==> src/rtl/mod1000_pkg.sv <==
// Shared types and constants for the mod-1000 counter and its BCD shadow.
// Also holds the binary-to-BCD split used when a counter load is accepted.
package mod1000_pkg;

  localparam int         MOD1000_WIDTH = 10;
  localparam int         MOD1000_MAX   = 999;
  localparam logic [3:0] BCD_MAX       = 4'd9;

  typedef logic [MOD1000_WIDTH-1:0] cnt_t;
  typedef logic [3:0]               bcd_t;

  typedef struct packed {
    bcd_t h;
    bcd_t t;
    bcd_t u;
  } bcd3_t;

  // Only reached for values below 1000, so every digit fits in four bits.
  function automatic bcd3_t to_bcd(input cnt_t v);
    bcd3_t r;
    r.h = bcd_t'(v / cnt_t'(100));
    r.t = bcd_t'((v / cnt_t'(10)) % cnt_t'(10));
    r.u = bcd_t'(v % cnt_t'(10));
    return r;
  endfunction

endpackage

==> src/rtl/mod1000_counter_if.sv <==
// Request and status bundle of the mod-1000 counter.
// The master drives the requests; the slave (the counter) drives the registered status.
interface mod1000_counter_if #(
  parameter int WIDTH = 10
);

  logic             en;
  logic             up;
  logic             clr;
  logic             ld;
  logic [WIDTH-1:0] d;
  logic [WIDTH-1:0] q;
  logic [3:0]       bcd_h;
  logic [3:0]       bcd_t;
  logic [3:0]       bcd_u;
  logic             wrap;
  logic             ld_err;

  modport master (
    output en, up, clr, ld, d,
    input  q, bcd_h, bcd_t, bcd_u, wrap, ld_err
  );

  modport slave (
    input  en, up, clr, ld, d,
    output q, bcd_h, bcd_t, bcd_u, wrap, ld_err
  );

endinterface

==> src/rtl/mod1000_counter_bcd_digit.sv <==
// One registered mod-10 digit; load beats inc/dec, carry/borrow flag a roll-over this cycle.
// One-cycle latency; no backpressure, a request is taken on every edge.
module bcd_digit
  import mod1000_pkg::*;
(
  input  logic clk,
  input  logic rst_n,
  input  logic inc,
  input  logic dec,
  input  logic ld,
  input  bcd_t ld_val,
  output bcd_t digit,
  output logic carry,
  output logic borrow
);

  bcd_t digit_q;
  bcd_t digit_d;

  always_comb begin
    digit_d = digit_q;
    if (ld) begin
      digit_d = ld_val;
    end else if (inc) begin
      digit_d = (digit_q == BCD_MAX) ? 4'd0 : digit_q + 4'd1;
    end else if (dec) begin
      digit_d = (digit_q == 4'd0) ? BCD_MAX : digit_q - 4'd1;
    end
  end

  // Carry/borrow are combinational so the next digit steps on the same edge.
  assign carry  = !ld && inc && (digit_q == BCD_MAX);
  assign borrow = !ld && dec && (digit_q == 4'd0);
  assign digit  = digit_q;

  always_ff @(posedge clk or negedge rst_n) begin
    if (!rst_n) begin
      digit_q <= 4'd0;
    end else begin
      digit_q <= digit_d;
    end
  end

endmodule

==> src/rtl/mod1000_counter.sv <==
// Mod-1000 up/down counter with clear, range-checked load, BCD shadow and wrap pulse.
// All outputs registered, one-cycle latency; no backpressure (priority clr > ld > en).
module mod1000_counter
  import mod1000_pkg::*;
#(
  parameter int WIDTH   = MOD1000_WIDTH,
  parameter int MODULUS = MOD1000_MAX + 1
) (
  input  logic               clk,
  input  logic               rst_n,
  mod1000_counter_if.slave   bus
);

  // One extra bit keeps the limit compares exact, with no reliance on truncation.
  localparam logic [WIDTH:0] MOD_X  = (WIDTH+1)'(MODULUS);
  localparam logic [WIDTH:0] LAST_X = (WIDTH+1)'(MODULUS - 1);

  logic [WIDTH-1:0] q_q, q_d;
  logic             wrap_q, wrap_d;
  logic             ld_err_q, ld_err_d;

  logic [WIDTH:0]   q_x, d_x, q_up, q_dn;
  logic             ld_act, ld_ok, step, inc, dec, dig_ld;
  bcd3_t            ld_bcd;
  bcd_t             u_dig, t_dig, h_dig;
  logic             u_carry, u_borrow, t_carry, t_borrow, h_carry, h_borrow;

  assign q_x    = {1'b0, q_q};
  assign d_x    = {1'b0, bus.d};
  assign q_up   = q_x + (WIDTH+1)'(1);
  assign q_dn   = q_x - (WIDTH+1)'(1);

  assign ld_act = !bus.clr && bus.ld;
  assign ld_ok  = ld_act && (d_x < MOD_X);
  assign step   = !bus.clr && !bus.ld && bus.en;
  assign inc    = step && bus.up;
  assign dec    = step && !bus.up;

  always_comb begin
    q_d      = q_q;
    ld_err_d = ld_act && !ld_ok;
    if (bus.clr) begin
      q_d = '0;
    end else if (ld_ok) begin
      q_d = bus.d;
    end else if (inc) begin
      q_d = (q_x == LAST_X) ? '0 : q_up[WIDTH-1:0];
    end else if (dec) begin
      q_d = (q_x == '0) ? LAST_X[WIDTH-1:0] : q_dn[WIDTH-1:0];
    end
  end

  // A roll-over out of the hundreds digit is exactly the 999<->0 crossing.
  assign wrap_d = h_carry || h_borrow;

  assign dig_ld = bus.clr || ld_ok;
  assign ld_bcd = bus.clr ? '0 : to_bcd(cnt_t'(bus.d));

  bcd_digit u_units (
    .clk    (clk),
    .rst_n  (rst_n),
    .inc    (inc),
    .dec    (dec),
    .ld     (dig_ld),
    .ld_val (ld_bcd.u),
    .digit  (u_dig),
    .carry  (u_carry),
    .borrow (u_borrow)
  );

  bcd_digit u_tens (
    .clk    (clk),
    .rst_n  (rst_n),
    .inc    (u_carry),
    .dec    (u_borrow),
    .ld     (dig_ld),
    .ld_val (ld_bcd.t),
    .digit  (t_dig),
    .carry  (t_carry),
    .borrow (t_borrow)
  );

  bcd_digit u_hundreds (
    .clk    (clk),
    .rst_n  (rst_n),
    .inc    (t_carry),
    .dec    (t_borrow),
    .ld     (dig_ld),
    .ld_val (ld_bcd.h),
    .digit  (h_dig),
    .carry  (h_carry),
    .borrow (h_borrow)
  );

  always_ff @(posedge clk or negedge rst_n) begin
    if (!rst_n) begin
      q_q      <= '0;
      wrap_q   <= 1'b0;
      ld_err_q <= 1'b0;
    end else begin
      q_q      <= q_d;
      wrap_q   <= wrap_d;
      ld_err_q <= ld_err_d;
    end
  end

  assign bus.q      = q_q;
  assign bus.bcd_h  = h_dig;
  assign bus.bcd_t  = t_dig;
  assign bus.bcd_u  = u_dig;
  assign bus.wrap   = wrap_q;
  assign bus.ld_err = ld_err_q;

endmodule

==> src/flat_wrapper.sv <==
// flat-port wrapper written by rule: the top's interface ports become plain ports
module mod1000_counter_flat import mod1000_pkg::*;
#(
  parameter int WIDTH   = MOD1000_WIDTH,
  parameter int MODULUS = MOD1000_MAX + 1
)
  (clk, rst_n, bus_en, bus_up, bus_clr, bus_ld, bus_d, bus_q, bus_bcd_h, bus_bcd_t, bus_bcd_u, bus_wrap, bus_ld_err);
  mod1000_counter_if #(.WIDTH(WIDTH)) bus_i ();
  input  logic clk;
  input  logic rst_n;
  input wire logic [$bits(bus_i.en)-1:0] bus_en;
  input wire logic [$bits(bus_i.up)-1:0] bus_up;
  input wire logic [$bits(bus_i.clr)-1:0] bus_clr;
  input wire logic [$bits(bus_i.ld)-1:0] bus_ld;
  input wire logic [$bits(bus_i.d)-1:0] bus_d;
  output wire logic [$bits(bus_i.q)-1:0] bus_q;
  output wire logic [$bits(bus_i.bcd_h)-1:0] bus_bcd_h;
  output wire logic [$bits(bus_i.bcd_t)-1:0] bus_bcd_t;
  output wire logic [$bits(bus_i.bcd_u)-1:0] bus_bcd_u;
  output wire logic [$bits(bus_i.wrap)-1:0] bus_wrap;
  output wire logic [$bits(bus_i.ld_err)-1:0] bus_ld_err;
  assign bus_i.en = bus_en;
  assign bus_i.up = bus_up;
  assign bus_i.clr = bus_clr;
  assign bus_i.ld = bus_ld;
  assign bus_i.d = bus_d;
  assign bus_q = bus_i.q;
  assign bus_bcd_h = bus_i.bcd_h;
  assign bus_bcd_t = bus_i.bcd_t;
  assign bus_bcd_u = bus_i.bcd_u;
  assign bus_wrap = bus_i.wrap;
  assign bus_ld_err = bus_i.ld_err;
  mod1000_counter #(.WIDTH(WIDTH), .MODULUS(MODULUS)) u_core (.clk(clk), .rst_n(rst_n), .bus(bus_i));
endmodule
==> config.mk <==
export PLATFORM = sky130hd
export DESIGN_NAME = mod1000_counter_flat
export DESIGN_NICKNAME = d
export VERILOG_FILES = /design/src/rtl/mod1000_pkg.sv /design/src/rtl/mod1000_counter_if.sv /design/src/rtl/mod1000_counter_bcd_digit.sv /design/src/rtl/mod1000_counter.sv /design/src/flat_wrapper.sv
export SDC_FILE = /design/constraint.sdc
export NUM_CORES = 1
export LEC_CHECK = 0
export BUFFER_PORTS_ARGS = -buffer_cell sky130_fd_sc_hd__buf_2
export CORE_MARGIN = 2
export CORE_UTILIZATION = 50
export CTS_CLUSTER_DIAMETER = 150
export DETAILED_ROUTE_END_ITERATION = 8
export GPL_TIMING_DRIVEN = 0
export PLACE_DENSITY_LB_ADDON = 0.3
export SLEW_MARGIN = 0
export SYNTH_ARGS = -nofsm -noshare
export SYNTH_HDL_FRONTEND = slang
export SYNTH_SLANG_ARGS = --single-unit
==> constraint.sdc <==
create_clock -name clk -period 3.8 [get_ports clk]
set_clock_uncertainty 0.1 [all_clocks]
set_input_delay 0.38 -clock clk [delete_from_list [all_inputs] [get_ports clk]]
set_output_delay 0.38 -clock clk [all_outputs]
set_load 0.01 [all_outputs]
==> results.json, run 1 <==
{
  "yosysWarnings": 0,
  "netlist_instances": 639,
  "status": "finished, violations left",
  "cp_common_cell": "nor2_1",
  "vias": 5439,
  "grt_pass1_wl_mm": 24.45,
  "use_met3_pct": 3.309,
  "hold_slack_ns": -0.01520,
  "drcViolationCount": 0,
  "crit_buf_inv": 4,
  "min_period_ns": 4.678,
  "cts.clk_slew.worst_paths_ns": 0.10,
  "io_pins": 40,
  "criticalPathCategory": "primary input to flip-flop",
  "layout-drive-gt1-share_pct": 22.07,
  "grt-ovfl-total": 0,
  "crit_family": "compound AO/OA/AOI/OAI gates",
  "violations": "hold timing, setup timing",
  "worstSetupStartpointType": "primary input",
  "die_w_um": 97.05,
  "clkSinkCount": 24,
  "ant_nets": 0,
  "rsz0062_at_grt": "yes",
  "rows": 33,
  "cts_tree": "done",
  "post-route-period-util_pct": 123.1,
  "end_kind": "flip-flop",
  "regArea_um2": 600.6,
  "power_density_nw_per_um2": 345.5,
  "dpl.hpwl_mm": 10.59,
  "multi_input_area_um2": 3645,
  "cts_hold_buf": 0,
  "layout_common_cells": "nand2_1 (65), a21oi_1 (59), nor2_1 (52)",
  "min_path_type": "primary input to async pin",
  "grt_use_total_pct": 30.22,
  "routabilityCongestion": 0.9829,
  "routed_via_density": 6.698,
  "critPathArrivalTime_ns": 4.74,
  "final_common_cell": "nand2_1",
  "ys_seq_elements": 24,
  "setup_slack_ns": -0.8782,
  "drv_slew": 0,
  "setup_tns_ns": -2.477,
  "clock_latency_ns": 0.28,
  "vdd.ir_drop.worst_mv": 0.1477,
  "leakage_nw": 2.100,
  "use_met2_pct": 51.12,
  "coreArea_um2": 8299,
  "fill_cells": 757,
  "grt_max_degree": 25,
  "synth_flop_cell": "dfrtp_1",
  "path_max_fanout": 10,
  "port_buffers": 34,
  "wl_per_cell_um": 18.49,
  "async_flop_share_pct": 100.0,
  "netlist_area_um2": 4329,
  "cp_slowest_stage_delay_ns": 0.49,
  "ctsRootBufferMaster": "clkbuf_8",
  "grt.busiest_layer": "met2",
  "dieHeight_um": 97.05,
  "max_cap_violations": 0,
  "syn_avg_cell_area_um2": 6.775,
  "total_power_w": 0.001830,
  "firstDrtPassIters": 6,
  "antenna_cells": 0,
  "syn_to_final_growth_pct": 22.31,
  "syn_nets": 664,
  "max_freq_mhz": 213.8,
  "cts_max_level": 1,
  "grt_pass1_vias": 5023,
  "crit_required_ns": 3.86,
  "worst_pin_slew_ns": 0.9971,
  "die_area_um2": 9419,
  "cts_buffer_depth": 2,
  "dr.first_iter.drc_count": 421,
  "seq_area_frac_synth_pct": 13.87,
  "wl_mm": 15.02,
  "start_util_pct": 52.16,
  "layout.nets": 733,
  "synth_edf_count": 0,
  "met1_usage_pct": 38.91,
  "cp_cell_sequence": "buf_4 > inv_1 > clkbuf_1 > o21ai_0 > o211ai_1 > nand2_1 > o21ai_2 > a31oi_4 > inv_2 > ha_4 > mux2i_1 > a21oi_1 > a32o_1 > a221o_1 > or3_4 > or2_4 > xnor2_2 > ha_1 > nor2_1 > mux2_4 > a211oi_2 > nor2_1",
  "hold_viol": 13,
  "cpMaxStageDelayCell": "clkbuf_1",
  "setup_violations": 3,
  "relSlewSlack_pct": 33.13,
  "numCtsBuffers": 3,
  "synth.distinct_cells": 94,
  "antenna_found_initial": 0
}
==> where the power goes <==
| part | internal [W] | switching [W] | total (W) |
|---|---|---|---|
| sequential | 0.000305 | 0.0000618 | 0.000367 |
| combinational | 0.000553 | 0.000724 | 0.00128 |
| clock | 0.0000929 | 0.0000922 | 0.000185 |
| total | 0.000952 | 0.000878 | 0.00183 |
==> layout make-up <==
| type | instances | share of cell area [%] |
|---|---|---|
| plain buffers | 52 | 6.758 |
| clock buffers | 4 | 1.040 |
| inverters | 23 | 1.701 |
| multi-input cells | 539 | 68.83 |
| flip-flops and latches | 24 | 11.34 |
| well taps | 105 | 2.481 |
| repair buffers | 65 | 7.845 |
==> routing by layer <==
metal / up-vias / wire (µm)
li1: 2528 / -
met1: 2556 / 5957
met2: 301 / 7318
met3: 54 / 1204
met4: 0 / 535
met5: - / 0
==> cell usage after synthesis (15+ instances only) <==
cell type / number / area [µm²]
a21oi_1: 60 / 300.3
a31oi_1: 19 / 118.9
clkbuf_1: 36 / 135.1
dfrtp_1: 24 / 600.6
inv_1: 18 / 67.56
nand2_1: 67 / 251.5
nand2b_1: 15 / 93.84
nand3_1: 16 / 80.08
nor2_1: 54 / 202.7
nor3_1: 19 / 95.09
o21ai_0: 52 / 260.3
xnor2_1: 18 / 157.7
==> registers in the layout, summed over array words and instances (netlist names) <==
register and cells:
u_core.u_tens.digit 4, u_core.bus.ld_err 1, u_core.u_hundreds.digit 4, u_core.bus.wrap 1, u_core.u_units.digit 4, u_core.bus.q 10
==> kinds of logic (layout without fill, tap and decap cells) <==
logic type / Yosys count / count (layout) / synth area share [%]
adders and majority gates: 11 / 11 / 3.064
and+or+nand+nor: 248 / 248 / 30.12
muxes: 10 / 10 / 2.457
DFF: 24 / 24 / 13.87
xor gates and xnor gates: 26 / 26 / 5.260
buffers and inverters: 76 / 144 / 7.428
AOI/OAI and AO/OA: 244 / 244 / 37.80
==> worst register-to-register path, delay by kind of cell, from the launching register on <==
kind	cells	cell delay (ns)
AO/OA/AOI/OAI	3	0.46
adder cells (fa/ha/maj)	1	0.20
buffers and inverters	2	0.35
flip-flops	1	0.48
AND/OR/NAND/NOR	6	1.48
==> path summary, 6_finish.rpt <==
kind                                        startpoint                                      to  cells past startpoint  slack [ns]
max                                           bus_d[9]      u_core.u_tens.digit[2]$_DFFE_PN0P_                     22       -0.88
min                                              rst_n             u_core.bus.q[0]$_DFFE_PN0P_                      1       -0.02
min in group clk                                bus_en     u_core.u_units.digit[0]$_DFFE_PN0P_                      4        0.35
min reg2reg                u_core.bus.q[8]$_DFFE_PN0P_             u_core.bus.q[8]$_DFFE_PN0P_                      2        0.55
max in group asynchronous                        rst_n  u_core.u_hundreds.digit[3]$_DFFE_PN0P_                      1        3.22
max reg2reg                u_core.bus.q[0]$_DFFE_PN0P_             u_core.bus.q[3]$_DFFE_PN0P_                     12        0.58
==> per-stage QoR <==
step	setup slack [ns]	util, %	instances	cell area [µm²]
floorplan	-1.183	-	639	4509
global placement	-1.948	57.97	778	4811
detailed placement	-1.978	57.97	778	4811
CTS	-0.8527	61.96	801	5142
global route	-1.098	63.80	812	5295
finish	-0.8782	63.80	812	5295
==> repair_timing <==
action	4_1_cts	5_1_grt
endpoints found under the setup margin	3	8
hold endpoints to repair	0	0
pin swaps	17	8
resized for setup	26	15
buffers inserted	20	11
Note: power is estimated with default switching activity, not from simulation.
==> run 2: changes to the inputs <==
--- a/config.mk
+++ b/config.mk
@@ -11,6 +11,7 @@
 export CTS_CLUSTER_DIAMETER = 150
 export DETAILED_ROUTE_END_ITERATION = 8
 export GPL_TIMING_DRIVEN = 0
+export HOLD_SLACK_MARGIN = 0.06
 export PLACE_DENSITY_LB_ADDON = 0.3
 export SLEW_MARGIN = 0
 export SYNTH_ARGS = -nofsm -noshare
==> run 2 against run 1 <==
  * The run ends with setup timing left
  * Core utilization up 0.12 points
  * Combinational power hardly changed
  * Die area stayed put
  * Largest cell class unchanged
==> results.json, run 2 (synthesis results as in run 1) <==
{
  "grt_use_total_pct": 30.22,
  "rows": 33,
  "crit_buf_inv": 4,
  "largest_reg_flops": 10,
  "crit_required_ns": 3.86,
  "min_path_type": "primary input to flip-flop",
  "setup_tns_ns": -2.450,
  "met1_usage_pct": 38.91,
  "grt.busiest_layer": "met2",
  "final_common_cell": "nand2_1",
  "antenna_cells": 0,
  "worstSetupStartpoint": "bus_d[7]",
  "cp_slowest_stage_delay_ns": 0.35,
  "ctsRootBufferMaster": "clkbuf_8",
  "numCtsBuffers": 3,
  "relSlewSlack_pct": 33.93,
  "wl_mm": 14.98,
  "rsz0062_at_grt": "yes",
  "total_power_w": 0.001829,
  "routabilityCongestion": 0.9829,
  "layout_common_cells": "nand2_1 (65), a21oi_1 (59), nor2_1 (52)",
  "grt_max_degree": 25,
  "violations": "setup timing",
  "hold_viol": 0,
  "critPathArrivalTime_ns": 4.74,
  "crit_family": "compound AO/OA/AOI/OAI gates",
  "placed_area_um2": 4811,
  "grt_pass1_wl_mm": 24.45,
  "max_cap_violations": 0,
  "die_area_um2": 9419,
  "ff2ff_path_depth": 12,
  "grt-ovfl-total": 0,
  "coreArea_um2": 8299,
  "setup_violations": 3,
  "worstSetupStartpointType": "primary input",
  "cts_max_level": 1,
  "max_freq_mhz": 213.8,
  "path_depth": 25,
  "cts.clk_slew.worst_paths_ns": 0.10,
  "wl_per_cell_um": 18.42,
  "criticalPathCategory": "primary input to flip-flop",
  "cpMaxStageDelayCell": "or3_4",
  "dr.first_iter.drc_count": 383,
  "vdd.ir_drop.worst_mv": 0.1464,
  "rrSetupSlack_ns": 0.58,
  "clkSinkCount": 24,
  "drcViolationCount": 0,
  "timing.rr.start": "u_core.bus.q[0]$_DFFE_PN0P_",
  "syn_to_final_growth_pct": 22.54,
  "r2r_end": "u_core.bus.q[3]$_DFFE_PN0P_",
  "layout-drive-gt1-share_pct": 22.03,
  "vias": 5453,
  "ant_nets": 0,
  "leakage_nw": 2.104,
  "start_util_pct": 52.16,
  "min_period_ns": 4.677,
  "antenna_found_initial": 0,
  "final_area_um2": 5305,
  "dieHeight_um": 97.05,
  "clock_latency_ns": 0.28,
  "status": "finished, violations left",
  "worst_pin_slew_ns": 0.9852,
  "power_density_nw_per_um2": 344.8,
  "critPathCapture": "u_core.u_tens.digit[2]$_DFFE_PN0P_",
  "drv_slew": 0,
  "fill_cells": 756,
  "use_met3_pct": 3.309,
  "path_max_fanout": 6,
  "post-route-period-util_pct": 123.1,
  "firstDrtPassIters": 6,
  "setup_slack_ns": -0.8766,
  "end_kind": "flip-flop",
  "use_met2_pct": 51.12,
  "die_w_um": 97.05,
  "port_buffers": 34,
  "io_pins": 40,
  "cts_tree": "done",
  "layout.nets": 734,
  "cts_buffer_depth": 2,
  "grt_pass1_vias": 5023,
  "routed_via_density": 6.707,
  "dpl.hpwl_mm": 10.59
}
==> run 2: changes by cell type in the layout (fill, tap and decap cells not counted), sizes merged <==
cell         change
dlygate4sd3      +1
==> run 2: worst min path at each step <==
stage          cells past startpoint     start                                   to  slack, ns
3_3_place_gp                       1     rst_n          u_core.bus.q[1]$_DFFE_PN0P_       0.30
2_1_floorplan                      0     rst_n          u_core.bus.ld_err$_DFF_PN0_      -0.02
3_5_place_dp                       1     rst_n          u_core.bus.q[0]$_DFFE_PN0P_       0.32
4_1_cts                            4    bus_en  u_core.u_units.digit[0]$_DFFE_PN0P_       0.35
5_1_grt                            3  bus_d[0]  u_core.u_units.digit[0]$_DFFE_PN0P_       0.37
6_report                           4    bus_en  u_core.u_units.digit[0]$_DFFE_PN0P_       0.35
==> run 2: through the flow <==
step / setup slack (ns) / std cells / hold WS (ns) / util, %
floorplan: -1.183 / 639 / -0.01559 / -
global placement: -1.948 / 778 / 0.2979 / 57.97
detailed placement: -1.978 / 778 / 0.3161 / 57.97
CTS: -0.8527 / 802 / 0.3463 / 62.08
global route: -1.098 / 813 / 0.3667 / 63.92
finish: -0.8766 / 813 / 0.3451 / 63.92
==> run 2: worst reg2reg max path: stages, from the launching register on <==
cell,delay (ns)
dfrtp_1,0.48
inv_1,0.15
ha_1,0.21
nand2_1,0.09
or3_1,0.35
or3_1,0.34
or3_1,0.35
and2_1,0.17
clkbuf_1,0.19
a221oi_1,0.30
a21oi_1,0.07
nor3_1,0.19
o41ai_1,0.10
==> run 2: cell type report <==
cell class              instances  area, µm²  area share [%]
multi-input cells             539       3645           68.70
flip-flops and latches         24      600.6           11.32
repair buffers                 66      425.4           8.019
plain buffers                  52      357.8           6.745
well taps                     105      131.4           2.476
inverters                      23      90.09           1.698
clock buffers                   4      55.05           1.038
==> run 2: per-layer routing <==
layer | up-vias | part of all wire, %
met2 | 317 | 49
met4 | 0 | 3.5
met3 | 54 | 7.9
li1 | 2522 | -
met5 | - | 0
met1 | 2560 | 40
==> run 2: timing repair <==
action | 4_1_cts | 5_1_grt
resized for setup | 26 | 15
endpoints found under the hold margin | 24 | 0
buffers inserted | 20 | 11
pin swaps | 17 | 8
endpoints found under the setup margin | 3 | 8
hold buffers | 1 | 0
cloned | 0 | 0
==> run 2: report_power, final <==
| part | internal [W] | leakage [nW] | switching (W) |
|---|---|---|---|
| Combinational | 0.000554 | 1.77 | 0.000723 |
| Sequential | 0.000305 | 0.310 | 0.0000616 |
| Clock | 0.0000929 | 0.0288 | 0.0000920 |
==> run 3: changes to the inputs <==
==> constraint.sdc (replaced) <==
create_clock -name clk -period 3.8 [get_ports clk]
set_clock_uncertainty 0.1 [all_clocks]
set_input_delay 0.57 -clock clk [delete_from_list [all_inputs] [get_ports clk]]
set_output_delay 0.57 -clock clk [all_outputs]
set_load 0.01 [all_outputs]
==> run 3 against run 2 <==
  * Sequential share of layout area about the same
  * Non-clock buffer count unchanged
  * The run still ends with setup timing left
  * Flip-flop and latch count unchanged
  * Die area unchanged
  * Wire length up 0.10%
  * Cell count up 0.12%
  * Critical endpoint unchanged
  * Combinational power about the same
  * Sequential power about the same
  * Largest cell class unchanged
  * Fmax down 4.2%
  * Highest routed layer unchanged
  * Via count down 0.90%
==> results.json, run 3 (synthesis results as in run 1) <==
{
  "regArea_um2": 600.6,
  "cts_tree": "done",
  "max_freq_mhz": 204.9,
  "die_w_um": 97.05,
  "met1_usage_pct": 38.95,
  "final_common_cell": "nand2_1",
  "cts_buffer_depth": 2,
  "grt_max_degree": 25,
  "layout-drive-gt1-share_pct": 22.32,
  "setup_violations": 3,
  "layout.nets": 734,
  "fill_cells": 750,
  "leakage_nw": 2.116,
  "dieHeight_um": 97.05,
  "cts_max_level": 1,
  "relSlewSlack_pct": 34.36,
  "multi_input_area_um2": 3655,
  "hold_slack_ns": 0.1775,
  "clkSinkCount": 24,
  "critPathArrivalTime_ns": 4.94,
  "wl_per_cell_um": 18.42,
  "crit_required_ns": 3.86,
  "die_area_um2": 9419,
  "hold_viol": 0,
  "grt_pass1_wl_mm": 24.47,
  "use_met3_pct": 3.309,
  "violations": "setup timing",
  "criticalPathCategory": "primary input to flip-flop",
  "io_pins": 40,
  "ctsRootBufferMaster": "clkbuf_8",
  "ant_nets": 0,
  "layout_common_cells": "nand2_1 (65), a21oi_1 (59), nor2_1 (52)",
  "antenna_found_initial": 1,
  "port_buffers": 34,
  "routed_via_density": 6.639,
  "firstDrtPassIters": 6,
  "drcViolationCount": 0,
  "wl_mm": 14.99,
  "clock_latency_ns": 0.28,
  "rows": 33,
  "syn_to_final_growth_pct": 22.77,
  "dpl.hpwl_mm": 10.59,
  "dr.first_iter.drc_count": 511,
  "cts.clk_slew.worst_paths_ns": 0.10,
  "min_path_type": "primary input to async pin",
  "worst_pin_slew_ns": 0.9787,
  "use_met2_pct": 51.12,
  "grt.busiest_layer": "met2",
  "min_period_ns": 4.880,
  "start_util_pct": 52.16,
  "vias": 5404,
  "grt_pass1_vias": 5026,
  "power_density_nw_per_um2": 344.8,
  "setup_tns_ns": -3.065,
  "path_max_fanout": 6,
  "coreArea_um2": 8299,
  "vdd.ir_drop.worst_mv": 0.1460,
  "grt_use_total_pct": 30.24,
  "max_cap_violations": 0,
  "numCtsBuffers": 3,
  "drv_slew": 0,
  "largest_reg_flops": 10,
  "place_worst_setup_slack_ns": -2.168,
  "end_kind": "flip-flop",
  "worstSetupStartpointType": "primary input",
  "routabilityCongestion": 0.9829,
  "status": "finished, violations left",
  "rsz0062_at_grt": "yes",
  "grt-ovfl-total": 0,
  "cts_hold_buf": 0,
  "post-route-period-util_pct": 128.4,
  "setup_slack_ns": -1.080
}
-- run 3: layout make-up --
class | instances | area share (%)
Multi-Input combinational cell | 539 | 68.76
Clock buffer | 4 | 1.036
Buffer | 52 | 6.733
Antenna cell | 1 | 0.04708
Tap cell | 105 | 2.472
Timing Repair Buffer | 66 | 7.957
Sequential cell | 24 | 11.30
Inverter | 23 | 1.695
-- run 3: worst paths after layout --
| path | from | end | slack [ns] | cells after the start |
|---|---|---|---|---|
| min in group clk | bus_en | u_core.u_units.digit[0]$_DFFE_PN0P_ | 0.53 | 4 |
| worst min register to register | u_core.bus.q[8]$_DFFE_PN0P_ | u_core.bus.q[8]$_DFFE_PN0P_ | 0.55 | 2 |
| worst max-delay path | bus_d[7] | u_core.u_tens.digit[2]$_DFFE_PN0P_ | -1.08 | 25 |
| max in group asynchronous | rst_n | u_core.u_tens.digit[3]$_DFFE_PN0P_ | 3.03 | 1 |
| worst min-delay path | rst_n | u_core.bus.q[0]$_DFFE_PN0P_ | 0.18 | 1 |
| worst max register to register | u_core.bus.q[0]$_DFFE_PN0P_ | u_core.bus.q[3]$_DFFE_PN0P_ | 0.59 | 12 |
-- run 3: power breakdown --
| group | switching (W) | leakage, nW | total, W | internal [W] |
|---|---|---|---|---|
| Sequential | 0.0000615 | 0.310 | 0.000367 | 0.000305 |
| Clock | 0.0000904 | 0.0288 | 0.000183 | 0.0000928 |
| Combinational | 0.000726 | 1.78 | 0.00128 | 0.000556 |
| Total | 0.000878 | 2.12 | 0.00183 | 0.000955 |
-- run 3: what timing repair did --
action	in CTS	in global routing
gates resized for setup	27	16
endpoints found under the hold margin	0	0
endpoints found under the setup margin	5	7
setup buffers	20	12
pin swaps	17	9
-- run 3: metal layers --
layer / vias to the layer above / wire, µm
met5: - / 0
met3: 54 / 1159
met4: 0 / 550
met1: 2532 / 6027
met2: 299 / 7257
li1: 2519 / -
-- run 3: stage by stage --
| stage | power, W | cells | area [µm²] | utilization (%) |
|---|---|---|---|---|
| 3_5_place_dp | 0.001482 | 778 | 4811 | 57.97 |
| 4_1_cts | 0.001724 | 801 | 5147 | 62.02 |
| 5_1_grt | 0.001965 | 813 | 5313 | 64.01 |
| 3_3_place_gp | 0.001447 | 778 | 4811 | 57.97 |
| 6_report | 0.001833 | 814 | 5315 | 64.04 |
| 2_1_floorplan | 0.001213 | 639 | 4509 | - |
-- run 3: worst max-delay path, cell delays in order --
cell       delay (ns)
buf_8            0.10
buf_6            0.12
buf_12           0.14
nor2_4           0.21
o21ai_4          0.08
a21boi_4         0.17
ha_4             0.18
o2111ai_4        0.12
nor2_2           0.14
nand4_1          0.27
a31oi_4          0.29
inv_2            0.06
ha_4             0.18
mux2i_1          0.14
a21oi_1          0.08
a32o_1           0.22
a221o_1          0.29
or3_4            0.35
or2_4            0.26
xnor2_2          0.14
ha_1             0.29
nor2_1           0.04
mux2_4           0.27
a211oi_2         0.16
nor2_1           0.07
